**src/rtl/ramp_adc_pkg.sv**
```systemverilog
// Shared types and constants for the ramp/R2R ADC sequencer.
package ramp_adc_pkg;

    localparam int SYNC_STAGES = 2;
    // One extra cycle lets the sample see a comparator that has crossed the synchronizer.
    localparam int MIN_SETTLE  = SYNC_STAGES + 1;

    typedef enum logic [1:0] {
        IDLE   = 2'd0,
        SETTLE = 2'd1,
        DONE   = 2'd2
    } ramp_state_e;

endpackage : ramp_adc_pkg

```
**src/rtl/ramp_adc_controller_if.sv**
```systemverilog
// Request/result and DAC/comparator signals of the ramp ADC sequencer.
interface ramp_adc_controller_if #(
    parameter int WIDTH = 8
);
    logic             start;
    logic             comp_async;
    logic [WIDTH-1:0] dac_code;
    logic             busy;
    logic [WIDTH-1:0] result;
    logic             result_valid;
    logic             over_range;

    modport master (
        output start,
        output comp_async,
        input  dac_code,
        input  busy,
        input  result,
        input  result_valid,
        input  over_range
    );

    modport slave (
        input  start,
        input  comp_async,
        output dac_code,
        output busy,
        output result,
        output result_valid,
        output over_range
    );
endinterface : ramp_adc_controller_if

```
**src/rtl/synchronizer.sv**
```systemverilog
// Multi-flop synchronizer bringing an asynchronous level into the clk domain.
module synchronizer
    import ramp_adc_pkg::*;
#(
    parameter int WIDTH  = 1,
    parameter int STAGES = SYNC_STAGES
) (
    input  logic             clk,
    input  logic             reset_n,
    input  logic [WIDTH-1:0] d_i,
    output logic [WIDTH-1:0] q_o
);
    logic [WIDTH-1:0] stage_q [STAGES];

    always_ff @(posedge clk or negedge reset_n) begin
        if (!reset_n) begin
            stage_q[0] <= '0;
        end else begin
            stage_q[0] <= d_i;
        end
    end

    for (genvar gi = 1; gi < STAGES; gi++) begin : g_stage
        always_ff @(posedge clk or negedge reset_n) begin
            if (!reset_n) begin
                stage_q[gi] <= '0;
            end else begin
                stage_q[gi] <= stage_q[gi-1];
            end
        end
    end

    assign q_o = stage_q[STAGES-1];

endmodule : synchronizer

```
**src/rtl/ramp_adc_controller.sv**
```systemverilog
// Ramp ADC sequencer: steps the R2R code up from zero and captures the first comparator trip.
// Optional build macro RAMP_CONTINUOUS_EN: back-to-back conversions after the first start.
module ramp_adc_controller
    import ramp_adc_pkg::*;
#(
    parameter int WIDTH         = 8,
    parameter int SETTLE_CYCLES = 4
) (
    input  logic                  clk,
    input  logic                  reset_n,
    ramp_adc_controller_if.slave  bus
);
    localparam int               CNT_W    = (SETTLE_CYCLES > 1) ? $clog2(SETTLE_CYCLES) : 1;
    localparam logic [CNT_W-1:0] CNT_LAST = CNT_W'(SETTLE_CYCLES - 1);
    localparam logic [WIDTH-1:0] CODE_MAX = {WIDTH{1'b1}};

    localparam logic [1:0] ST_IDLE   = 2'(IDLE);
    localparam logic [1:0] ST_SETTLE = 2'(SETTLE);
    localparam logic [1:0] ST_DONE   = 2'(DONE);

    if (SETTLE_CYCLES < MIN_SETTLE) begin : g_bad_settle
        $error("ramp_adc_controller: SETTLE_CYCLES (%0d) must be >= %0d", SETTLE_CYCLES, MIN_SETTLE);
    end

    logic [1:0]       state_q, state_d;
    logic [CNT_W-1:0] cnt_q, cnt_d;
    logic [WIDTH-1:0] dac_q, dac_d;
    logic [WIDTH-1:0] result_q, result_d;
    logic             busy_q, busy_d;
    logic             valid_q, valid_d;
    logic             over_q, over_d;
    logic             comp_sync;

    synchronizer #(
        .WIDTH  (1),
        .STAGES (SYNC_STAGES)
    ) u_comp_sync (
        .clk     (clk),
        .reset_n (reset_n),
        .d_i     (bus.comp_async),
        .q_o     (comp_sync)
    );

    always_comb begin
        state_d  = state_q;
        cnt_d    = cnt_q;
        dac_d    = dac_q;
        result_d = result_q;
        busy_d   = busy_q;
        valid_d  = 1'b0;
        over_d   = over_q;

        case (state_q)
            ST_IDLE: begin
                if (bus.start) begin
                    state_d = ST_SETTLE;
                    dac_d   = '0;
                    cnt_d   = '0;
                    busy_d  = 1'b1;
                end
            end
            ST_SETTLE: begin
                if (cnt_q == CNT_LAST) begin
                    // The comparator is only looked at on the last cycle of each hold.
                    cnt_d = '0;
                    if (comp_sync) begin
                        result_d = dac_q;
                        over_d   = 1'b0;
                        valid_d  = 1'b1;
                        state_d  = ST_DONE;
                    end else if (dac_q == CODE_MAX) begin
                        result_d = CODE_MAX;
                        over_d   = 1'b1;
                        valid_d  = 1'b1;
                        state_d  = ST_DONE;
                    end else begin
                        dac_d = dac_q + 1'b1;
                    end
                end else begin
                    cnt_d = cnt_q + 1'b1;
                end
            end
            ST_DONE: begin
                dac_d = '0;
`ifdef RAMP_CONTINUOUS_EN
                state_d = ST_SETTLE;
                cnt_d   = '0;
`else
                state_d = ST_IDLE;
                busy_d  = 1'b0;
`endif
            end
            default: begin
                state_d = ST_IDLE;
                dac_d   = '0;
                cnt_d   = '0;
                busy_d  = 1'b0;
            end
        endcase
    end

    always_ff @(posedge clk or negedge reset_n) begin
        if (!reset_n) begin
            state_q  <= ST_IDLE;
            cnt_q    <= '0;
            dac_q    <= '0;
            result_q <= '0;
            busy_q   <= 1'b0;
            valid_q  <= 1'b0;
            over_q   <= 1'b0;
        end else begin
            state_q  <= state_d;
            cnt_q    <= cnt_d;
            dac_q    <= dac_d;
            result_q <= result_d;
            busy_q   <= busy_d;
            valid_q  <= valid_d;
            over_q   <= over_d;
        end
    end

    assign bus.dac_code     = dac_q;
    assign bus.busy         = busy_q;
    assign bus.result       = result_q;
    assign bus.result_valid = valid_q;
    assign bus.over_range   = over_q;

endmodule : ramp_adc_controller
```
**src/flat_wrapper.sv**
```systemverilog
// flat-port wrapper written by rule: the top's interface ports become plain ports
module ramp_adc_controller_flat import ramp_adc_pkg::*;
#(
    parameter int WIDTH         = 8,
    parameter int SETTLE_CYCLES = 4
)
  (clk, reset_n, bus_start, bus_comp_async, bus_dac_code, bus_busy, bus_result, bus_result_valid, bus_over_range);
  ramp_adc_controller_if #(.WIDTH(WIDTH)) bus_i ();
  input  logic clk;
  input  logic reset_n;
  input wire logic [$bits(bus_i.start)-1:0] bus_start;
  input wire logic [$bits(bus_i.comp_async)-1:0] bus_comp_async;
  output wire logic [$bits(bus_i.dac_code)-1:0] bus_dac_code;
  output wire logic [$bits(bus_i.busy)-1:0] bus_busy;
  output wire logic [$bits(bus_i.result)-1:0] bus_result;
  output wire logic [$bits(bus_i.result_valid)-1:0] bus_result_valid;
  output wire logic [$bits(bus_i.over_range)-1:0] bus_over_range;
  assign bus_i.start = bus_start;
  assign bus_i.comp_async = bus_comp_async;
  assign bus_dac_code = bus_i.dac_code;
  assign bus_busy = bus_i.busy;
  assign bus_result = bus_i.result;
  assign bus_result_valid = bus_i.result_valid;
  assign bus_over_range = bus_i.over_range;
  ramp_adc_controller #(.WIDTH(WIDTH), .SETTLE_CYCLES(SETTLE_CYCLES)) u_core (.clk(clk), .reset_n(reset_n), .bus(bus_i));
endmodule
```
**config.mk**
```make
export PLATFORM = sky130hd
export DESIGN_NAME = ramp_adc_controller_flat
export DESIGN_NICKNAME = d
export VERILOG_FILES = /design/src/rtl/ramp_adc_pkg.sv /design/src/rtl/ramp_adc_controller_if.sv /design/src/rtl/synchronizer.sv /design/src/rtl/ramp_adc_controller.sv /design/src/flat_wrapper.sv
export SDC_FILE = /design/constraint.sdc
export NUM_CORES = 1
export LEC_CHECK = 0
export BUFFER_PORTS_ARGS = -buffer_cell sky130_fd_sc_hd__buf_2
export CAP_MARGIN = 5
export CORE_UTILIZATION = 38
export DETAILED_ROUTE_END_ITERATION = 8
export HOLD_SLACK_MARGIN = 0.1
export PLACE_DENSITY_LB_ADDON = 0.05
export SYNTH_ARGS = -nofsm -noshare
export SYNTH_HDL_FRONTEND = slang
export SYNTH_SLANG_ARGS = --single-unit
```
**constraint.sdc**
```tcl
create_clock -name clk -period 1.8 [get_ports clk]
set_input_delay 0.36 -clock clk [delete_from_list [all_inputs] [get_ports clk]]
set_output_delay 0.36 -clock clk [all_outputs]
set_load 0.05 [all_outputs]
```
==> results of run 1 <==
cell families after synthesis:
family          synth area share
flops                      0.549
fa+ha+maj                 0.0220
buf+inv                   0.0154
simple gates               0.136
compound gates             0.260
mux                      0.00988
xor+xnor                 0.00769
where the power goes:
| group | switching, uW | internal [uW] |
|---|---|---|
| registers | 115 | 746 |
| logic | 838 | 416 |
| clock network | 174 | 84.7 |
| total | 1130 | 1250 |
critical path, stage by stage (launching register included):
cell	delay, ns
dfrtp_2	0.43
ha_1	0.23
and4_4	0.23
a21oi_4	0.15
a311oi_4	0.17
a221o_1	0.38
routing by layer:
layer,track usage,wire length [um],vias to the layer above
li1,-,-,430
met1,0.213,1210,433
met2,0.286,1220,13
met3,0.0207,59,2
met4,0.0697,17,0
met5,0,0,-
stage by stage:
stage / instance area (um2) / cells / util / setup WS (ns) / power [uW]
floorplan: 1150 / 95 / - / 0.00175 / 1820
global placement: 1370 / 157 / 0.489 / 0.151 / 2110
detailed placement: 1370 / 157 / 0.489 / 0.115 / 2130
CTS: 1410 / 162 / 0.503 / 0.0851 / 2400
global route: 1410 / 162 / 0.503 / 0.00776 / 2510
finish: 1410 / 162 / 0.503 / 0.115 / 2370
timing repair:
item | 4_1_cts | 5_1_grt
hold endpoints to repair | 25 | 0
hold buffers | 1 | 0
setup endpoints to repair | 0 | 0
buffers inserted | 0 | 0
state kept, by name (all words and copies together) (netlist names):
| signal | cells |
|---|---|
| u_core.u_comp_sync.q_o | 1 |
| u_core.state_q | 2 |
| u_core.bus.busy | 1 |
| u_core.bus.result | 8 |
| u_core.bus.over_range | 1 |
| u_core.u_comp_sync.stage_q | 1 |
| u_core.cnt_q | 2 |
| u_core.bus.result_valid | 1 |
| u_core.bus.dac_code | 8 |
final cells by class:
class,instances,area [um2],share of cell area
Sequential cell,25,628,0.445
Inverter,2,7.51,0.00532
Tap cell,31,38.8,0.0275
Multi-Input combinational cell,66,504,0.357
Timing Repair Buffer,34,203,0.144
Clock buffer,3,22.5,0.0160
Clock inverter,1,7.51,0.00532
placed cells by master (no fill, tap or decap), types with 2 or more instances in the layout:
master	n
a211o_1	3
a21oi_1	2
a22o_1	4
and3_1	4
buf_2	22
buf_4	11
clkbuf_4	3
dfrtp_1	23
dfrtp_2	2
ha_1	2
inv_1	2
nand2_1	4
nand2b_1	2
nand3_1	3
nor2_1	6
nor3_1	3
o21bai_1	8
o31a_1	8
path summary, 6_finish.rpt:
kind,from,to,cells past startpoint
min in group asynchronous,reset_n,u_core.cnt_q[1],2
worst min-delay path,bus_comp_async,u_core.u_comp_sync.stage_q[1],1
worst max register to register,u_core.bus.dac_code[0],u_core.bus.dac_code[6],5
worst min register to register,u_core.u_comp_sync.stage_q[1],u_core.u_comp_sync.q_o,0
max in group asynchronous,reset_n,u_core.bus.dac_code[1],2
worst max-delay path,u_core.bus.dac_code[0],u_core.bus.dac_code[6],5
==> run_results.csv, run 1 <==
group,metric,value,unit
grt,antenna_found_initial,0,
clock_network,cts_resized,0,
layout,antenna-diode-count,0,
clock_network,clock-sinks,25,
synth,syn_area,0.00114,mm2
synth,syn-num-nets,101,
floorplanning,die_w,56.8,um
synth,yosys_most_used_dff,"dfrtp_1",
drt,drt-wirelength-per-cell,15.5,um
clock_network,root_buffer,"clkbuf_4",
timing,fmax,594,MHz
layout,synthToLayoutAreaGrowth,23.8,%
clock_network,ctsHtreeMaxLevel,1,
worst_setup_path,startpoint_type,"register",
floorplanning,core-area,0.00281,mm2
floorplanning,die_h,56.8,um
hold_path,hold_class,"primary input to register",
worst_setup_path,end_kind,"register",
worst_setup_path,reg2reg_slack,0.12,ns
synth,yosysUniqueCellTypes,32,
grt,grt_pass1_wl,4130,um
power,peakVddDrop,0.000881,V
layout,drive_above_1_share,0.328,
place,place.gp.congestion,0.807,
timing,period_minus_slack,1.68,ns
worst_setup_path,crit_fanout,8,
clock_network,cts_max_path_buffers,2,
drt,drtAntennaViolNets,0,
clock_network,cts-buffers-inserted,3,
layout,fillers,267,
synth,netlist_instances,95,
clock_network,clkLatencyLatePin,0.32,ns
synth,yosys-top-cells-count,"dfrtp_1 (25), o21bai_1 (8), o31a_1 (8)",
flow_run,cap_violations,0,
timing,slew_viol_final,0,
synth,synth-edff-count,0,
synth,async_flop_share,1.00,
synth,synth_seq_area_share,0.549,
floorplanning,die_area,0.00322,mm2
synth,yosysTopAreaCellShare,0.549,
synth,synth_warnings,0,
synth,synth_area_leader_cell,"dfrtp_1",
worst_setup_path,crit_arrival,1.91,ns
floorplanning,io_pins,23,
grt,grt.total_usage,0.167,
timing,whs,0.145,ns
grt,grt_overflow,0,
outcome,violations,"DRC",
floorplanning,rows,19,
drt,vias,878,
drt,drtIter0Drc,39,
timing,hold_violations,0,
grt,grt_max_degree,26,
power,p_leak,0.000707,uW
synth,ys_top_cells_by_area,"dfrtp_1 (55%), o31a_1 (6.1%), o21bai_1 (5.3%)",
place,port_buffers,22,
synth,avgSynthCellArea,12.0,um2
timing,tightest_slew,0.563,ns
clock_network,cts_tree,"built",
timing,clock_skew,0.00399,ns
grt,grt_pass1_vias,918,
drt,drc_errors,4,
clock_network,clk_pin_slew,0.14,ns
drt,viasPerCell,5.42,
layout,nNetsFinal,138,
worst_setup_path,critPathRequiredTime,2.02,ns
timing,setup_violations,0,
drt,wl,2500,um
place,place_hpwl,1750,um
timing,min_period_over_period,0.936,
outcome,outcome,"complete, but fails checks",
synth,ys_ff_latch,25,
floorplanning,start_util,0.406,
timing,max_slew_margin,0.624,
synth,synthMostInstantiatedCell,"dfrtp_1",
timing,rsz0062_at_grt,"no",
power,p_per_area,1680,mW/mm2
worst_setup_path,crit_type,"register to register",
timing,finalSetupTns,0,ns
drt,firstDrtPassIters,6,
Note: power is estimated with default switching activity, not from simulation.
==> inputs of run 2 (changes only) <==
PLACE_DENSITY = 0.66   (was default)
PLACE_DENSITY_LB_ADDON = default   (was 0.05)
==> run 2 against run 1 <==
  * The flow now finishes without violations
  * Wire length decreased by 4.7%
  * Worst setup slack got worse by 0.017 ns
  * Clock-buffer cell count unchanged
  * Largest cell class unchanged
  * Register-to-register slack got worse by 0.02 ns
  * Fmax decreased by 1.0%
  * Critical endpoint unchanged
==> run_results.csv, run 2 (synthesized netlist as in run 1, its figures left out) <==
group,metric,value,unit
outcome,outcome,"finished, final reports clean",
floorplanning,die_h,56.8,um
drt,viasPerCell,5.55,
timing,min_period_over_period,0.945,
power,combPwrFrac,0.528,
clock_network,root_buffer,"clkbuf_4",
power,p_sw_frac,0.472,
floorplanning,die_area,0.00322,mm2
grt,grt_pass1_wl,4140,um
floorplanning,die_w,56.8,um
timing,period_minus_slack,1.70,ns
clock_network,clock-sinks,25,
floorplanning,rows,19,
place,port_buffers,22,
layout,antenna-diode-count,0,
hold_path,hold_class,"primary input to register",
grt,grt_overflow,0,
clock_network,cts_max_path_buffers,2,
power,p_leak,0.000703,uW
worst_setup_path,crit_arrival,1.92,ns
clock_network,clk_pin_slew,0.14,ns
drt,wl,2390,um
drt,drt-met1-wl,1080,um
layout,final_cell_mix,"dfrtp_1 (23), buf_2 (22), buf_4 (10)",
place,place_hpwl,1660,um
timing,clock_skew,0.00653,ns
timing,hold_violations,0,
drt,dr.max_layer_used,"met4",
drt,wl_met2,1160,um
timing,rsz0062_at_grt,"no",
drt,wl_met3,114,um
worst_setup_path,crit_fanout,8,
worst_setup_path,startpoint_type,"register",
worst_setup_path,crit_type,"register to register",
worst_setup_path,reg2reg_slack,0.1,ns
layout,drive_above_1_share,0.331,
drt,drc_errors,0,
drt,drtAntennaViolNets,0,
layout,fillers,266,
drt,drt-wirelength-per-cell,14.8,um
power,peakVddDrop,0.000819,V
drt,vias,894,
floorplanning,start_util,0.406,
grt,grt_max_degree,26,
clock_network,cts-buffers-inserted,3,
timing,slew_viol_final,0,
place,place.gp.congestion,0.761,
power,p_per_area,1700,mW/mm2
clock_network,ctsHtreeMaxLevel,1,
clock_network,clkLatencyLatePin,0.32,ns
layout,final_common_cell,"dfrtp_1",
timing,tightest_slew,0.546,ns
grt,antenna_found_initial,0,
worst_setup_path,critPathRequiredTime,2.02,ns
power,intPower,1260,uW
power,power_switching,1130,uW
flow_run,cap_violations,0,
timing,fmax,588,MHz
power,seq_power_share,0.366,
timing,finalSetupTns,0,ns
worst_setup_path,end_kind,"register",
floorplanning,core-area,0.00281,mm2
layout,fin_util,0.500,
drt,drtIter0Drc,14,
layout,nNetsFinal,137,
timing,setup_violations,0,
floorplanning,io_pins,23,
power,p_clk_frac,0.106,
grt,grt_pass1_vias,879,
grt,grt.total_usage,0.167,
timing,max_slew_margin,0.636,
layout,synthToLayoutAreaGrowth,23.2,%
drt,firstDrtPassIters,4,
clock_network,cts_tree,"built",
==> run 2: cell types whose count changed in the layout (fill, tap and decap cells not counted) <==
cell / change
buf_4: -1
clkinv_2: +1
clkinvlp_4: -1
ha_1: -1
ha_2: +1
==> run 2: power groups by stage <==
stage | combinational [uW] | sequential, uW | clock [uW]
after global placement | 1210 | 876 | 0
after detailed placement | 1230 | 891 | 0
final | 1260 | 873 | 253
after CTS | 1230 | 882 | 264
after global routing | 1360 | 900 | 285
after floorplan | 447 | 1370 | 0
==> run 2: cell type report <==
type / instances / area (um2) / area share
multi-input combinational: 66 / 507 / 0.361
sequential: 25 / 628 / 0.447
timing repair buffer: 33 / 195 / 0.139
inverter: 2 / 7.51 / 0.00535
clock buffer: 3 / 22.5 / 0.0160
clock inverter: 1 / 5.00 / 0.00357
tap: 31 / 38.8 / 0.0276
==> run 2: final timing paths <==
kind	start	to	cells past startpoint
worst max register to register	u_core.bus.dac_code[1]	u_core.bus.dac_code[6]	5
worst max-delay path	u_core.bus.dac_code[1]	u_core.bus.dac_code[6]	5
max in group asynchronous	reset_n	u_core.bus.dac_code[1]	2
worst min-delay path	bus_comp_async	u_core.u_comp_sync.stage_q[1]	1
worst min register to register	u_core.u_comp_sync.stage_q[1]	u_core.u_comp_sync.q_o	0
min in group asynchronous	reset_n	u_core.bus.result[0]	2
==> run 2: repair_timing <==
action	in CTS	in global routing
endpoints found under the setup margin	0	8
hold buffers	1	0
setup buffers	0	3
hold endpoints to repair	25	0
resized for setup	0	1
==> run 2: worst max-delay path, stage by stage (launching register included) <==
cell      delay (ns)
dfrtp_2         0.45
ha_2            0.19
and4_4          0.21
a21oi_4         0.18
a311oi_4        0.17
a221o_1         0.39
==> run 2: metrics by stage <==
stage	setup WS, ns	instance area, um2	power [uW]	instances	hold WS [ns]
3_3_place_gp	0.121	1350	2090	154	0.332
4_1_cts	0.0278	1390	2370	159	0.129
2_1_floorplan	0.00175	1150	1820	95	0.0644
5_1_grt	0.00985	1400	2550	161	0.114
6_report	0.0983	1400	2390	161	0.138
3_5_place_dp	0.0591	1350	2120	154	0.341
==> run 2: routing by layer <==
| metal | GRT usage | vias to the layer above |
|---|---|---|
| li1 | - | 429 |
| met1 | 0.219 | 436 |
| met2 | 0.276 | 25 |
| met3 | 0.0507 | 4 |
| met4 | 0.0279 | 0 |
| met5 | 0 | - |
==> inputs of run 3 (changes only) <==
RECOVER_POWER = 25   (was default)
==> run 3 against run 2 <==
  * Via count did not move
  * Total power barely moved
  * Sequential power is essentially flat
  * Sequential share of layout area unchanged
  * Largest power group unchanged
  * Highest routed layer unchanged
==> run_results.csv, run 3 (synthesized netlist as in run 1, its figures left out) <==
group,metric,value,unit
clock_network,clock-sinks,25,
grt,grt_max_degree,26,
floorplanning,die_h,56.8,um
place,port_buffers,22,
floorplanning,rows,19,
timing,period_minus_slack,1.70,ns
floorplanning,die_w,56.8,um
clock_network,ctsHtreeMaxLevel,1,
timing,max_slew_margin,0.595,
drt,wl,2390,um
grt,antenna_found_initial,0,
timing,clock_skew,0.00653,ns
timing,setup_violations,0,
layout,nNetsFinal,137,
drt,drc_errors,0,
timing,tightest_slew,0.607,ns
worst_setup_path,crit_slowest_cell,"dfrtp_2",
place,place_hpwl,1660,um
worst_setup_path,crit_fanout,8,
drt,drtIter0Drc,14,
clock_network,root_buffer,"clkbuf_4",
power,p_leak,0.000703,uW
timing,min_period_over_period,0.945,
timing,slew_viol_final,0,
grt,grt_overflow,0,
layout,antenna-diode-count,0,
layout,fin_util,0.500,
floorplanning,die_area,0.00322,mm2
hold_path,hold_class,"primary input to register",
worst_setup_path,crit_arrival,1.92,ns
flow_run,cap_violations,0,
floorplanning,io_pins,23,
clock_network,cts-buffers-inserted,3,
timing,fmax,588,MHz
grt,grt_pass1_vias,879,
floorplanning,start_util,0.406,
worst_setup_path,critPathRequiredTime,2.02,ns
place,dp_slack,0.0591,ns
grt,grt_pass1_wl,4140,um
power,peakVddDrop,0.000819,V
drt,firstDrtPassIters,4,
drt,drtAntennaViolNets,0,
layout,drive_above_1_share,0.331,
worst_setup_path,cp_slowest_stage_delay,0.45,ns
drt,vias,894,
floorplanning,core-area,0.00281,mm2
outcome,outcome,"finished, final reports clean",
timing,rsz0062_at_grt,"no",
drt,viasPerCell,5.55,
layout,final_cell_mix,"dfrtp_1 (23), buf_2 (21), buf_4 (10)",
layout,synthToLayoutAreaGrowth,23.2,%
worst_setup_path,startpoint_type,"register",
clock_network,cts_max_path_buffers,2,
power,p_per_area,1700,mW/mm2
power,finalPower,2390,uW
worst_setup_path,reg2reg_depth,5,
worst_setup_path,worstPathCellList,"ha_2 > and4_4 > a21oi_4 > a311oi_4 > a221o_1",
drt,drt-wirelength-per-cell,14.8,um
timing,fin_ws,0.0983,ns
grt,grt.total_usage,0.167,
clock_network,clkLatencyLatePin,0.32,ns
place,placed_cell_area,0.00135,mm2
timing,hold_violations,0,
clock_network,clk_pin_slew,0.14,ns
timing,finalSetupTns,0,ns
layout,final_common_cell,"dfrtp_1",
place,place.gp.congestion,0.761,
worst_setup_path,end_kind,"register",
worst_setup_path,crit_type,"register to register",
hold_path,whs_path_depth,1,
layout,finalInstanceArea,0.00140,mm2
clock_network,cts_tree,"built",
==> run 3: timing repair <==
action / CTS / global route
hold buffers: 1 / 0
gates resized for setup: 0 / 1
setup endpoints to repair: 0 / 8
hold endpoints to repair: 25 / 0
buffers inserted: 0 / 3
==> run 3: per-layer routing <==
metal,global-route usage,wire [um],vias to the layer above
li1,-,-,429
met1,0.219,1080,436
met2,0.276,1160,25
met3,0.0507,114,4
met4,0.0279,31,0
met5,0,0,-
==> run 3: critical path: cells and delay by family (launching register included) <==
kind,cells,cell delay (ns)
AOI/OAI and AO/OA,3,0.74
adders and majority gates,1,0.19
and+or+nand+nor,1,0.21
DFF,1,0.45
==> run 3: layout make-up <==
cell class / instances / area [um2]
Inverter: 2 / 7.51
Clock inverter: 1 / 5.00
Multi-Input combinational cell: 66 / 507
Clock buffer: 3 / 22.5
Timing Repair Buffer: 33 / 195
Fill cell: 266 / 1400
Sequential cell: 25 / 628
Tap cell: 31 / 38.8
==> run 3: path summary, 6_finish.rpt <==
| check | from | endpoint | slack (ns) |
|---|---|---|---|
| max in group asynchronous | reset_n | u_core.bus.dac_code[1] | 0.81 |
| worst min register to register | u_core.u_comp_sync.stage_q[1] | u_core.u_comp_sync.q_o | 0.37 |
| worst max-delay path | u_core.bus.dac_code[1] | u_core.bus.dac_code[6] | 0.1 |
| worst min-delay path | bus_comp_async | u_core.u_comp_sync.stage_q[1] | 0.14 |
| worst max register to register | u_core.bus.dac_code[1] | u_core.bus.dac_code[6] | 0.1 |
| min in group asynchronous | reset_n | u_core.bus.result[0] | 0.56 |
==> run 3: power breakdown <==
part / switching (uW) / total, uW / leakage [uW] / internal (uW)
combinational: 830 / 1260 / 0.000375 / 429
sequential: 127 / 873 / 0.000310 / 746
clock: 170 / 253 / 0.0000177 / 83.4
==> run 3: metrics by stage <==
stage               cells  hold slack [ns]
floorplan              95           0.0644
global placement      154            0.332
detailed placement    154            0.341
CTS                   159            0.129
global route          161            0.114
finish                161            0.138
